--- src/rtl/arrow_input_tracker.sv ---
// arrow_input_tracker
// Turns the keyboard decoder's {press, keyCode} stream into StepMania arrow
// state. It provides a per-direction held mask, one-cycle hit and release
// pulses, and a small FIFO of timestamped hit events for the judgement logic.
//
// The release pulses are on the port 'released' because 'release' is a
// reserved word in SystemVerilog.
//
// Optional build: define ARROW_HOLD_TIMEOUT_EN to add a per-direction hold
// timeout of HOLD_MAX tick periods. The timeout releases a direction whose
// break code was lost on the PS/2 link.
module arrow_input_tracker #(
    parameter logic [7:0] CODE_LEFT  = 8'h6B,
    parameter logic [7:0] CODE_DOWN  = 8'h72,
    parameter logic [7:0] CODE_UP    = 8'h75,
    parameter logic [7:0] CODE_RIGHT = 8'h74,
    parameter int         TS_W       = 16,
    parameter int         DEPTH      = 8
`ifdef ARROW_HOLD_TIMEOUT_EN
    ,
    parameter logic [15:0] HOLD_MAX  = 16'd5000
`endif
) (
    input  logic            Clk,
    input  logic            reset,
    input  logic [7:0]      keyCode,
    input  logic            press,
    input  logic            tick,
    output logic [3:0]      held,
    output logic [3:0]      hit,
    output logic [3:0]      released,
    output logic            evt_valid,
    output logic [1:0]      evt_dir,
    output logic [TS_W-1:0] evt_ts,
    input  logic            evt_ready,
    output logic            overflow,
    input  logic            clr_ovf
);

    localparam int PTR_W = (DEPTH > 1) ? $clog2(DEPTH) : 1;
    localparam int CNT_W = $clog2(DEPTH + 1);
    localparam logic [CNT_W-1:0] FULL_CNT = CNT_W'(DEPTH);
    localparam int ENTRY_W = TS_W + 2;

    // Stage-1 copy of the decoder outputs and the last input value acted upon
    logic [7:0]      s1_code;
    logic            s1_press;
    logic [7:0]      prev_code;
    logic            prev_press;

    // Free-running timestamp advanced by the tick strobe
    logic [TS_W-1:0] ts;

    // Decode and event qualification
    logic            in_changed;
    logic [3:0]      dir_match;
    logic            dir_mapped;
    logic [1:0]      dir_idx;
    logic            make_new;
    logic            break_held;

    // Next values of the registered outputs
    logic [3:0]      held_next;
    logic [3:0]      hit_next;
    logic [3:0]      rel_next;
    logic            push_next;

    // Registered push request, written into the FIFO one cycle after hit
    logic            push_req;
    logic [1:0]      push_dir;
    logic [TS_W-1:0] push_ts;

    // Event FIFO storage and bookkeeping
    logic [ENTRY_W-1:0] fifo_mem [DEPTH];
    logic [PTR_W-1:0]   wr_ptr;
    logic [PTR_W-1:0]   rd_ptr;
    logic [CNT_W-1:0]   count;
    logic               do_pop;
    logic               do_push;
    logic               drop;

`ifdef ARROW_HOLD_TIMEOUT_EN
    // Hold-timeout counters, one per direction
    logic [15:0]     hold_cnt [4];
    logic [3:0]      timeout_due;
    logic            timeout_any;
    logic [1:0]      timeout_dir;
`endif

    // Register the decoder outputs once, and remember the last value seen so
    // typematic repeats of the same code produce no event
    always_ff @(posedge Clk or negedge reset) begin
        if (!reset) begin
            s1_code    <= 8'h00;
            s1_press   <= 1'b0;
            prev_code  <= 8'h00;
            prev_press <= 1'b0;
        end else begin
            s1_code  <= keyCode;
            s1_press <= press;
            if (in_changed) begin
                prev_code  <= s1_code;
                prev_press <= s1_press;
            end
        end
    end

    // Timestamp advances on each tick and wraps naturally at 2^TS_W
    always_ff @(posedge Clk or negedge reset) begin
        if (!reset) begin
            ts <= '0;
        end else if (tick) begin
            ts <= ts + TS_W'(1);
        end
    end

    // Detect a change of input and map the stage-1 scan code to a direction
    always_comb begin
        in_changed = ({s1_press, s1_code} != {prev_press, prev_code});
        dir_match  = 4'b0000;
        dir_idx    = 2'd0;
        if (s1_code == CODE_LEFT) begin
            dir_match[0] = 1'b1;
        end
        if (s1_code == CODE_DOWN) begin
            dir_match[1] = 1'b1;
        end
        if (s1_code == CODE_UP) begin
            dir_match[2] = 1'b1;
        end
        if (s1_code == CODE_RIGHT) begin
            dir_match[3] = 1'b1;
        end
        dir_mapped = |dir_match;
        if (dir_match[0]) begin
            dir_idx = 2'd0;
        end else if (dir_match[1]) begin
            dir_idx = 2'd1;
        end else if (dir_match[2]) begin
            dir_idx = 2'd2;
        end else if (dir_match[3]) begin
            dir_idx = 2'd3;
        end
    end

`ifdef ARROW_HOLD_TIMEOUT_EN
    // Find directions held for HOLD_MAX ticks; the lowest index is served first
    always_comb begin
        timeout_due = 4'b0000;
        timeout_any = 1'b0;
        timeout_dir = 2'd0;
        for (int d = 0; d < 4; d++) begin
            timeout_due[d] = held[d] && (hold_cnt[d] >= HOLD_MAX);
        end
        for (int d = 3; d >= 0; d--) begin
            if (timeout_due[d]) begin
                timeout_any = 1'b1;
                timeout_dir = 2'(d);
            end
        end
    end

    // Hold counters restart on a make and count ticks while the key is held
    always_ff @(posedge Clk or negedge reset) begin
        if (!reset) begin
            for (int d = 0; d < 4; d++) begin
                hold_cnt[d] <= 16'd0;
            end
        end else begin
            for (int d = 0; d < 4; d++) begin
                if (make_new && (dir_idx == 2'(d))) begin
                    hold_cnt[d] <= 16'd0;
                end else if (held[d] && tick && (hold_cnt[d] < HOLD_MAX)) begin
                    hold_cnt[d] <= hold_cnt[d] + 16'd1;
                end
            end
        end
    end
`endif

    // Apply the make/break rules; a real key event outranks a pending timeout,
    // which simply waits for the next free cycle
    always_comb begin
        make_new   = 1'b0;
        break_held = 1'b0;
        held_next  = held;
        hit_next   = 4'b0000;
        rel_next   = 4'b0000;
        push_next  = 1'b0;
        if (in_changed && dir_mapped) begin
            if (s1_press && !held[dir_idx]) begin
                make_new = 1'b1;
            end else if (!s1_press && held[dir_idx]) begin
                break_held = 1'b1;
            end
        end
        if (make_new) begin
            held_next[dir_idx] = 1'b1;
            hit_next[dir_idx]  = 1'b1;
            push_next          = 1'b1;
        end else if (break_held) begin
            held_next[dir_idx] = 1'b0;
            rel_next[dir_idx]  = 1'b1;
        end
`ifdef ARROW_HOLD_TIMEOUT_EN
        else if (timeout_any) begin
            held_next[timeout_dir] = 1'b0;
            rel_next[timeout_dir]  = 1'b1;
        end
`endif
    end

    // Register held state and the one-cycle hit/release pulses
    always_ff @(posedge Clk or negedge reset) begin
        if (!reset) begin
            held     <= 4'b0000;
            hit      <= 4'b0000;
            released <= 4'b0000;
        end else begin
            held     <= held_next;
            hit      <= hit_next;
            released <= rel_next;
        end
    end

    // Capture the direction and detection-cycle timestamp of each new hit
    always_ff @(posedge Clk or negedge reset) begin
        if (!reset) begin
            push_req <= 1'b0;
            push_dir <= 2'd0;
            push_ts  <= '0;
        end else begin
            push_req <= push_next;
            if (push_next) begin
                push_dir <= dir_idx;
                push_ts  <= ts;
            end
        end
    end

    // A pop frees a slot in the same cycle, so a full FIFO can still accept a
    // push when the consumer is reading
    always_comb begin
        do_pop  = evt_ready && (count != '0);
        drop    = push_req && (count == FULL_CNT) && !do_pop;
        do_push = push_req && !drop;
    end

    // FIFO storage, pointers and registered occupancy count
    always_ff @(posedge Clk or negedge reset) begin
        if (!reset) begin
            wr_ptr <= '0;
            rd_ptr <= '0;
            count  <= '0;
            for (int i = 0; i < DEPTH; i++) begin
                fifo_mem[i] <= '0;
            end
        end else begin
            if (do_push) begin
                fifo_mem[wr_ptr] <= {push_dir, push_ts};
                wr_ptr           <= wr_ptr + PTR_W'(1);
            end
            if (do_pop) begin
                rd_ptr <= rd_ptr + PTR_W'(1);
            end
            case ({do_push, do_pop})
                2'b10:   count <= count + CNT_W'(1);
                2'b01:   count <= count - CNT_W'(1);
                default: count <= count;
            endcase
        end
    end

    // Sticky overflow; a drop in the same cycle as a clear keeps it set
    always_ff @(posedge Clk or negedge reset) begin
        if (!reset) begin
            overflow <= 1'b0;
        end else if (drop) begin
            overflow <= 1'b1;
        end else if (clr_ovf) begin
            overflow <= 1'b0;
        end
    end

    assign evt_valid = (count != '0);
    assign evt_dir   = fifo_mem[rd_ptr][ENTRY_W-1:TS_W];
    assign evt_ts    = fifo_mem[rd_ptr][TS_W-1:0];

endmodule

--- config.mk ---
export PLATFORM = sky130hd
export DESIGN_NAME = arrow_input_tracker
export DESIGN_NICKNAME = d
export VERILOG_FILES = /design/src/rtl/arrow_input_tracker.sv
export SDC_FILE = /design/constraint.sdc
export NUM_CORES = 1
export LEC_CHECK = 0
export BUFFER_PORTS_ARGS = -buffer_cell sky130_fd_sc_hd__buf_2
export CAP_MARGIN = 5
export CORE_ASPECT_RATIO = 1.25
export CORE_MARGIN = 2
export CORE_UTILIZATION = 55
export DETAILED_ROUTE_END_ITERATION = 12
export GPL_TIMING_DRIVEN = 0
export PLACE_DENSITY_LB_ADDON = 0.3
export SLEW_MARGIN = 30
export SYNTH_ARGS = -nofsm -noshare
export SYNTH_HDL_FRONTEND = slang
export SYNTH_SLANG_ARGS = --single-unit
--- constraint.sdc ---
create_clock -name Clk -period 2.1 [get_ports Clk]
set_clock_uncertainty 0.15 [all_clocks]
set_input_delay 0.105 -clock Clk [delete_from_list [all_inputs] [get_ports Clk]]
set_output_delay 0.105 -clock Clk [all_outputs]
set_load 0.01 [all_outputs]
Word level (Yosys, flattened, before mapping):

Cells that the tools add are included.

* mux-type cells: 32
* magnitude comparators: 5
* add/subtract/negate cells: 5
* div/mod/pow operators: 0
* bitwise logic cells: 5
* reductions and logical operators: 18
* equal/unequal tests: 8
* multiply operators: 0
* shift operators: 0

Operators by type and width (number)
* bitwise mux 144 bit: 1
* binary-select mux 18 bit (select 3 bit): 1
* demux 18 bit (select 3 bit): 1
* two-way mux 18 bit: 3
* == test 8 x 7 -> 1 bit, second input constant: 4
* two-way mux 4 bit: 5
* adder 16 x 1 -> 16 bit, second input constant: 1
* two-way mux 1 bit: 14
* logical AND 1 bit: 9
* != test 9 bit: 1
* >= comparator 4 bit, second input constant: 2
* two-way mux 2 bit: 4
* NOT 3 -> 4 bit: 2
* case mux 4 bit (2 select lines): 1
* adder 3 x 1 -> 3 bit, second input constant: 2
* nonzero test 2 bit: 3
* adder 4 x 1 -> 4 bit, second input constant: 1
* bitwise AND 4 bit: 1
* == test 4 bit, second input constant: 1
* zero test 1 bit: 4
* less-than comparator 4 x 1 -> 1 bit, second input constant: 1
* NOT 4 bit: 1
* bitwise OR 4 bit: 1
* nonzero test 4 bit: 1
* other kinds (8): 8

* input port bits: 14
* output and inout bits: 32
* latch bits: 0
* memory bits (writable): 0
* bits in registers: 220
* bits in read-only memories: 0
* memories kept: 0

Depth between registers and ports, before layout:

Gate-level depths: netlist of run 1.

* depth after elaboration: 14
* mapped depth: 11
* depth with buffers taken out: 11

Worst setup path before layout of run 1:

OpenSTA, ideal clock, no wires.

* path kind: reg2reg
* from: register count[0]
* to: register count[2]
* data arrival time: 2.087 ns
* cell stages (with the launch flop): 12
* path slack: -0.263 ns
* setup time: 0.126 ns
* path buffers: 0
* period minus slack after synthesis: 2.363 ns
* cells stage by stage: dfrtp_1 -> nor3_2 -> nand2b_1 -> nand2_1 -> inv_1 -> ha_1 -> xor2_1 -> ha_1 -> a21oi_1 -> xor2_1 -> nor2_1 -> xor2_1

* cells in the longest elaborated chain, start to end: 8
* elaborated cells on any way between the ends: 14
* classes of those cells: add/sub: 2; eq/ne: 3; mux: 1; reduce/logical: 8

Ends and longest elaborated chain
* start: declaration: RTL line 77 `logic [CNT_W-1:0] count;`
* start signal: assignment: RTL line 267 `2'b10: count <= count + CNT_W'(1);`
* start signal: assignment: RTL line 268 `2'b01: count <= count - CNT_W'(1);`
* start signal: assignment: RTL line 269 `default: count <= count;`
* nonzero test 4 bit (*)
* net evt_valid: RTL line 32 `output logic evt_valid,`
* logical AND 1 bit (*): RTL line 244 `do_pop = evt_ready && (count != '0);`
* net do_pop: RTL line 78 `logic do_pop;`
* zero test 1 bit: RTL line 245 `drop = push_req && (count == FULL_CNT) && !do_pop;`
* logical AND 1 bit: RTL line 245
* zero test 1 bit: RTL line 246 `do_push = push_req && !drop;`
* logical AND 1 bit: RTL line 246
* == test 2 x 1 -> 1 bit or == test 2 bit (tied branches): RTL line 266 `case ({do_push, do_pop})`
* case mux 4 bit (2 select lines) or nonzero test 2 bit (tied branches)

Mark *: on every way through the listed nets, which the timed path passes. The rest lies on a longest branch.
A chain may end at the register's enable or synchronous reset.

Final worst setup path of run 1:

* from: register rd_ptr[0]
* to: output evt_dir[1]

* cells in the longest elaborated chain, start to end: 4

Ends and longest elaborated chain
* start: declaration: RTL line 76 `logic [PTR_W-1:0] rd_ptr;`
* start signal: assignment: RTL line 264 `rd_ptr <= rd_ptr + PTR_W'(1);`
* NOT 3 -> 4 bit (implied by the code): RTL line 286 `assign evt_dir = fifo_mem[rd_ptr][ENTRY_W-1:TS_W];`
* binary-select mux 18 bit (select 3 bit): RTL line 286
* two-way mux 18 bit
* two-way mux 18 bit (implied by the code): RTL line 286
* end: declaration: RTL line 33 `output logic [1:0] evt_dir,`

No other way between the ends. The select of a mux whose other input is x is not followed.

==> results of run 1 <==
-- cells in the mapped netlist (all sizes together) (2+ instances only) --
library cell  number
mux2             185
o21ai              2
nand2             14
o22ai              4
or3                3
nand4              4
inv                8
o21a               2
or2                3
nor4               4
xor2              10
nand3b             7
a21oi              2
nand3              9
and3               2
nor3               6
nor2              16
dfrtp            220
mux4              36
ha                 6
xnor2             23
nand2b             4
buf               17
nor4b              3
clkbuf            17
-- logic make-up after synthesis --
group	share of synthesized area, %
adder cells (fa/ha/maj)	0.781
XOR/XNOR	3.01
buffers and inverters	2.17
AND/OR/NAND/NOR	5.67
flip-flops	57.3
AO/OA/AOI/OAI	1.01
multiplexers	30.1
-- worst max-delay path by stage --
| stage | from | endpoint | slack (ns) | cells past startpoint |
|---|---|---|---|---|
| floorplan | count[2] | count[2] | -0.06 | 11 |
| global placement | reset | count[1] | -2.88 | 1 |
| detailed placement | rd_ptr[1] | evt_dir[1] | -0.70 | 5 |
| CTS | rd_ptr[0] | evt_ts[12] | -0.40 | 6 |
| global route | rd_ptr[0] | evt_dir[1] | -0.39 | 5 |
| finish | rd_ptr[0] | evt_dir[1] | -0.35 | 5 |
-- timing repair --
item	in CTS	in global routing
setup endpoints to repair	156	217
resized for setup	113	52
cloned	4	2
endpoints found under the hold margin	149	0
setup buffers	40	15
pin swaps	20	22
hold buffers	15	0
-- state kept, by name, indices dropped and copies added, names as in the netlist, named ones only --
register	cells
fifo_mem	144
push_ts	16
ts	16
prev_code	8
s1_code	8
count	4
hit	4
released	4
rd_ptr	3
wr_ptr	3
push_dir	2
overflow	1
prev_press	1
push_req	1
s1_press	1
-- layout make-up --
cell class,count,share of cell area (%)
Inverter,8,0.244
Multi-Input combinational cell,350,34.6
Clock inverter,8,0.558
Clock buffer,32,5.51
Tap cell,224,2.27
Sequential cell,220,44.7
Buffer,31,2.84
Timing Repair Buffer,119,9.21
-- power by group through the flow --
stage          logic [mW]  clock network, mW  registers [mW]
6_report             2.25               3.98            4.80
5_1_grt              2.42               4.22            4.84
4_1_cts              2.28               4.02            4.80
3_5_place_dp         1.64                  0            4.78
3_3_place_gp         1.57                  0            4.75
2_1_floorplan        1.14                  0            4.70
-- routing by layer --
layer / global-route usage, % / vias to the layer above / share of wire [%]
met5: 0 / - / 0
met1: 30.6 / 3080 / 38
met3: 4.32 / 55 / 3.7
li1: - / 2511 / -
met2: 42.4 / 134 / 54
met4: 10.1 / 0 / 4.0
-- stage by stage --
stage               cells  power [mW]  area (um2)  hold WS, ns
floorplan             612        5.84        9650       -0.341
global placement      881        6.32       10200       0.0634
detailed placement    883        6.43       10200       -0.119
CTS                   979        11.1       12000       0.0779
global route          992        11.5       12300       0.0860
finish                992        11.0       12300       0.0916
==> summary.txt, run 1 <==
Run status
  • Status: complete, but fails checks
  • Failing checks: negative setup slack

Critical path
  • Crit path max fanout: 8
  • Critical path cell sequence: buf_12, buf_12, mux4_2, mux2_4, buf_6
  • Slowest Stage Delay on Critical Path: 0.52 ns
  • R2r worst-path depth: 9
  • Worst Path Arrival: 2.20 ns
  • Crit-path leading delay family: multiplexers
  • Critical R2R Capture: push_ts[12]
  • CP max-delay cell: mux4_2
  • CP dominant cell by count: buf_12
  • Worst Path Required: 1.85 ns
  • WS Path Type: flip-flop to output pin
  • Worst Setup End Kind: output pin
  • Reg2reg setup slack: -0.11 ns
  • Worst r2r src: s1_code[0]
  • Buf+Inv Stages, Crit Path: 3
  • Setup crit start kind: flip-flop

Yosys
  • Top FF cell, synth: dfrtp_1
  • Top cell type's share of synthesized area: 57.3%
  • Post-Syn Instances: 612
  • Post-Syn Area: 9620 um2
  • Syn nets: 632
  • Ys async rst share: 100%
  • #FFs+latches synth: 220
  • Register area share after synthesis: 57.3%
  • Top post-synthesis cells by area: dfrtp_1 57%, mux2_2 20%, mux4_2 8.4%
  • Top cell type by total area after synthesis: dfrtp_1
  • EDFF count, synth: 0
  • Mean post-synth cell area: 15.7 um2
  • Syn. warnings: 0
  • Distinct cells, synth: 46

Cells and area
  • Commonest non-fill, non-tap cell in the layout: dfrtp_1
  • ANT cells: 0
  • Finished Core Util: 71.3%
  • Commonest non-fill, non-tap cells in the layout: 213 x dfrtp_1, 145 x mux2_2, 41 x buf_4
  • Layout area overhead: 28.2%
  • Share of layout cells above drive strength 1: 57.3%
  • Multi-input logic area: 4270 um2
  • Layout Nets: 772
  • FILL cells: 1,097
  • Register area: 5510 um2

Floorplanning
  • I/O Pins: 46
  • Core area: 17,300 um2
  • Die W: 122 um
  • Die Area: 18,600 um2
  • Std-Cell Rows: 54
  • Initial Util: 55.6%
  • Die Y: 152 um

Routing
  • DRT Pass-1 Iters: 4
  • Final antenna-violating net count: 0
  • Iteration-0 DRC count of the detailed router: 351
  • DRC viols: 0
  • Vias/cell: 5.83
  • Final WL: 22.5 mm
  • DR vias: 5,780
  • Avg WL per Cell: 22.7 um

Power and ir drop
  • Worst vdd ir: 0.770 mV
  • Pwr per Cell Area: 895 nW/um2
  • Combinational share of power: 20.4%
  • Switching power: 3.02 mW
  • Int Pwr: 8.01 mW
  • P_leak: 6.04 nW
  • Clock power frac: 36.1%
  • Sw Ratio: 27.3%
  • Sequential power share: 43.5%

Timing
  • Setup TNS: -6.77 ns
  • Rel. slew slack: 71.3%
  • Worst slew pin tran: 0.430 ns
  • RSZ-0062 raised after global routing: true
  • Setup WS post-layout: -0.355 ns
  • Count of final max-slew check failures: 0
  • Final worst-path cycle share: 117%
  • Max Freq: 407 MHz
  • # setup viols final: 37
  • Min Tclk post-route: 2.45 ns
  • Hold Violations, Final: 0

Worst hold path
  • Hold Path Class: input port to flip-flop
  • Hold Path End: s1_code[3]
  • Min-Delay Path Depth: 2
  • Hold path start: keyCode[3]

Global routing
  • GRT overflow: 0
  • Global Route Usage Sum: 24.6%
  • First-pass GRT wire length: 34.9 mm
  • Pin count of the biggest net entering global routing: 91
  • Initial antenna violation count: 0
  • Number of global-route vias before repair: 6,367

Place
  • GP Congestion: 0.760
  • Hpwl dp: 12.4 mm
  • Pre-CTS WS: -0.698 ns
  • I/O Buffers: 45

Clock tree
  • CTS Buffer Depth: 3
  • Clk Latency, worst-skew pair: 0.50 ns
  • H-tree levels: 1
  • CTS tree: done
  • Clock-pin slew on the worst setup and hold paths: 0.07 ns
  • Clk root buf: clkbuf_16
  • Clock sink count: 220
  • CTS Buf Count: 22

Job
  • Max Cap Violations: 0
Power figures use the tool's default switching activity.
==> inputs of run 2 (changes only) <==
--- a/config.mk
+++ b/config.mk
@@ -5,12 +5,14 @@
 export SDC_FILE = /design/constraint.sdc
 export NUM_CORES = 1
 export LEC_CHECK = 0
-export BUFFER_PORTS_ARGS = -buffer_cell sky130_fd_sc_hd__buf_2
 export CAP_MARGIN = 5
+export CELL_PAD_IN_SITES_DETAIL_PLACEMENT = 1
+export CELL_PAD_IN_SITES_GLOBAL_PLACEMENT = 2
 export CORE_ASPECT_RATIO = 1.25
 export CORE_MARGIN = 2
-export CORE_UTILIZATION = 55
+export CORE_UTILIZATION = 42
 export DETAILED_ROUTE_END_ITERATION = 12
+export DONT_BUFFER_PORTS = 1
 export GPL_TIMING_DRIVEN = 0
 export PLACE_DENSITY_LB_ADDON = 0.3
 export SLEW_MARGIN = 30
==> constraint.sdc (replaced) <==
create_clock -name Clk -period 2.1 [get_ports Clk]
set_clock_uncertainty 0.15 [all_clocks]
set_input_delay 0.105 -clock Clk [delete_from_list [all_inputs] [get_ports Clk]]
set_output_delay 0.105 -clock Clk [all_outputs]
set_load 0.05 [all_outputs]
==> summary.txt, run 2 (synthesis gave the netlist of run 1 again) <==
Timing
  • Final hold slack: -0.888 ns
  • Worst slew pin tran: 0.572 ns
  • Count of final max-slew check failures: 0
  • Min Tclk post-route: 2.39 ns
  • Rel. slew slack: 61.9%
  • Final worst-path cycle share: 114%
  • # setup viols final: 45
  • Hold Violations, Final: 220
  • RSZ-0062 raised after global routing: true
  • Setup WS post-layout: -0.291 ns
  • Max Freq: 418 MHz

Routing
  • Vias/cell: 5.45
  • Final WL: 23.1 mm
  • Final antenna-violating net count: 0
  • DRT Pass-1 Iters: 4
  • Iteration-0 DRC count of the detailed router: 181
  • DRC viols: 0
  • DR vias: 5,465
  • Avg WL per Cell: 23.0 um

Critical path
  • Reg2reg setup slack: -0.19 ns
  • Worst r2r src: count[0]
  • Worst Setup End Kind: output pin
  • CP max-delay cell: mux4_2
  • Crit path max fanout: 10
  • CP dominant cell by count: buf_12
  • Critical path cell sequence: buf_12, buf_12, mux4_2, mux2_4
  • WS Path Type: flip-flop to output pin
  • Worst Path Required: 1.85 ns
  • End point of the critical path: evt_ts[0]
  • R2r worst-path depth: 11
  • Critical R2R Capture: count[2]
  • CP startpoint: rd_ptr[0]
  • Slowest Stage Delay on Critical Path: 0.53 ns
  • Worst Path Arrival: 2.14 ns
  • Setup crit start kind: flip-flop

Global routing
  • GRT overflow: 0
  • M1 GR Usage: 22.7%
  • Busiest grt layer: met2
  • GRT met2 Usage: 36.7%
  • Initial antenna violation count: 0
  • Global Route Usage Sum: 19.4%
  • Number of global-route vias before repair: 6,420
  • First-pass GRT wire length: 36.7 mm
  • Met3 usage: 3.13%
  • Pin count of the biggest net entering global routing: 221

Place
  • Post-placement cell count: 895
  • I/O Buffers: 0
  • GP Congestion: 0.742
  • Hpwl dp: 13.8 mm

Clock tree
  • H-tree levels: 1
  • CTS Buffer Depth: 3
  • Clk Latency, worst-skew pair: 0.53 ns
  • Hold Buf Count CTS: 22
  • CTS Buf Count: 24
  • CTS tree: done
  • Clock sink count: 220
  • Clock-pin slew on the worst setup and hold paths: 0.07 ns
  • Clk root buf: clkbuf_16

Cells and area
  • Share of layout cells above drive strength 1: 53.3%
  • Layout Nets: 723
  • Commonest non-fill, non-tap cells in the layout: 210 x dfrtp_1, 142 x mux2_2, 43 x mux2_4
  • Top flop regs: fifo_mem (144), push_ts (16), ts (16)
  • Finished Layout Cells: 1,002
  • Layout area overhead: 24.8%
  • Finished Core Util: 53.7%
  • ANT cells: 0
  • Reg with most FFs: fifo_mem
  • Commonest non-fill, non-tap cell in the layout: dfrtp_1
  • Largest register FFs: 144

Job
  • Max Cap Violations: 0

Floorplanning
  • Initial Util: 43.0%
  • Core area: 22,400 um2
  • Die W: 139 um
  • Std-Cell Rows: 61
  • Die Area: 24,100 um2
  • I/O Pins: 46
  • Die Y: 173 um

Power and ir drop
  • Sw Ratio: 27.4%
  • Sequential power share: 43.8%
  • Int Pwr: 8.00 mW
  • Combinational share of power: 18.3%
  • P_leak: 5.71 nW
  • Clock power frac: 37.9%
  • Pwr per Cell Area: 917 nW/um2
  • Worst vdd ir: 0.691 mV
  • Switching power: 3.02 mW

Run status
  • Status: complete, but fails checks
  • Failing checks: negative hold slack, negative setup slack

Worst hold path
  • Hold Path Class: input port to async pin
## run 2: how the worst min path moves through the flow
stage                      from             to
after floorplan           reset      async pin
after global placement    reset   fifo_mem[58]
after detailed placement  reset  fifo_mem[130]
after CTS                 reset   fifo_mem[58]
after global routing      reset   fifo_mem[58]
final                     reset   fifo_mem[58]
## run 2: power groups by stage
stage / Sequential, mW / Clock, mW / Combinational (mW)
after floorplan: 4.72 / 0 / 1.18
after global placement: 4.78 / 0 / 1.55
after detailed placement: 4.81 / 0 / 1.61
after CTS: 4.81 / 4.28 / 2.00
after global routing: 4.86 / 4.44 / 2.15
final: 4.82 / 4.17 / 2.02
## run 2: cell type report
class                      instances  area (um2)
buffer                            31         352
clock buffer                      36         686
clock inverter                     6        93.8
fill                            2084       10400
inverter                           8        32.5
multi-input combinational        350        4310
sequential                       220        5520
tap                              283         354
timing repair buffer              68         659
## run 2: per-layer routing
layer	part of all wire [%]	wire length, um	vias up
met5	0	0	-
met3	3.6	820	36
met2	55	12700	81
met1	39	9060	2946
li1	-	-	2402
met4	2.1	482	0
## run 2: stage by stage
step	setup WS (ns)	area (um2)	setup TNS, ns	power [mW]
4_1_cts	-0.311	11800	-6.08	11.1
2_1_floorplan	-0.114	9700	-0.373	5.90
5_1_grt	-0.357	12000	-10.89	11.4
3_5_place_dp	-0.650	10100	-55.11	6.42
6_report	-0.291	12000	-6.85	11.0
3_3_place_gp	-0.626	10100	-48.51	6.33
## run 2: what timing repair did
action / 4_1_cts / 5_1_grt
gates resized for setup: 103 / 44
pin swaps: 19 / 17
setup buffers: 35 / 12
setup endpoints to repair: 176 / 83
endpoints found under the hold margin: 243 / 220
gates cloned: 1 / 1
## run 2: critical path: cells and delay by family (launching register included)
kind / cells / cell delay [ns]
buf+inv: 2 / 0.31
flops: 1 / 0.40
mux: 2 / 0.91
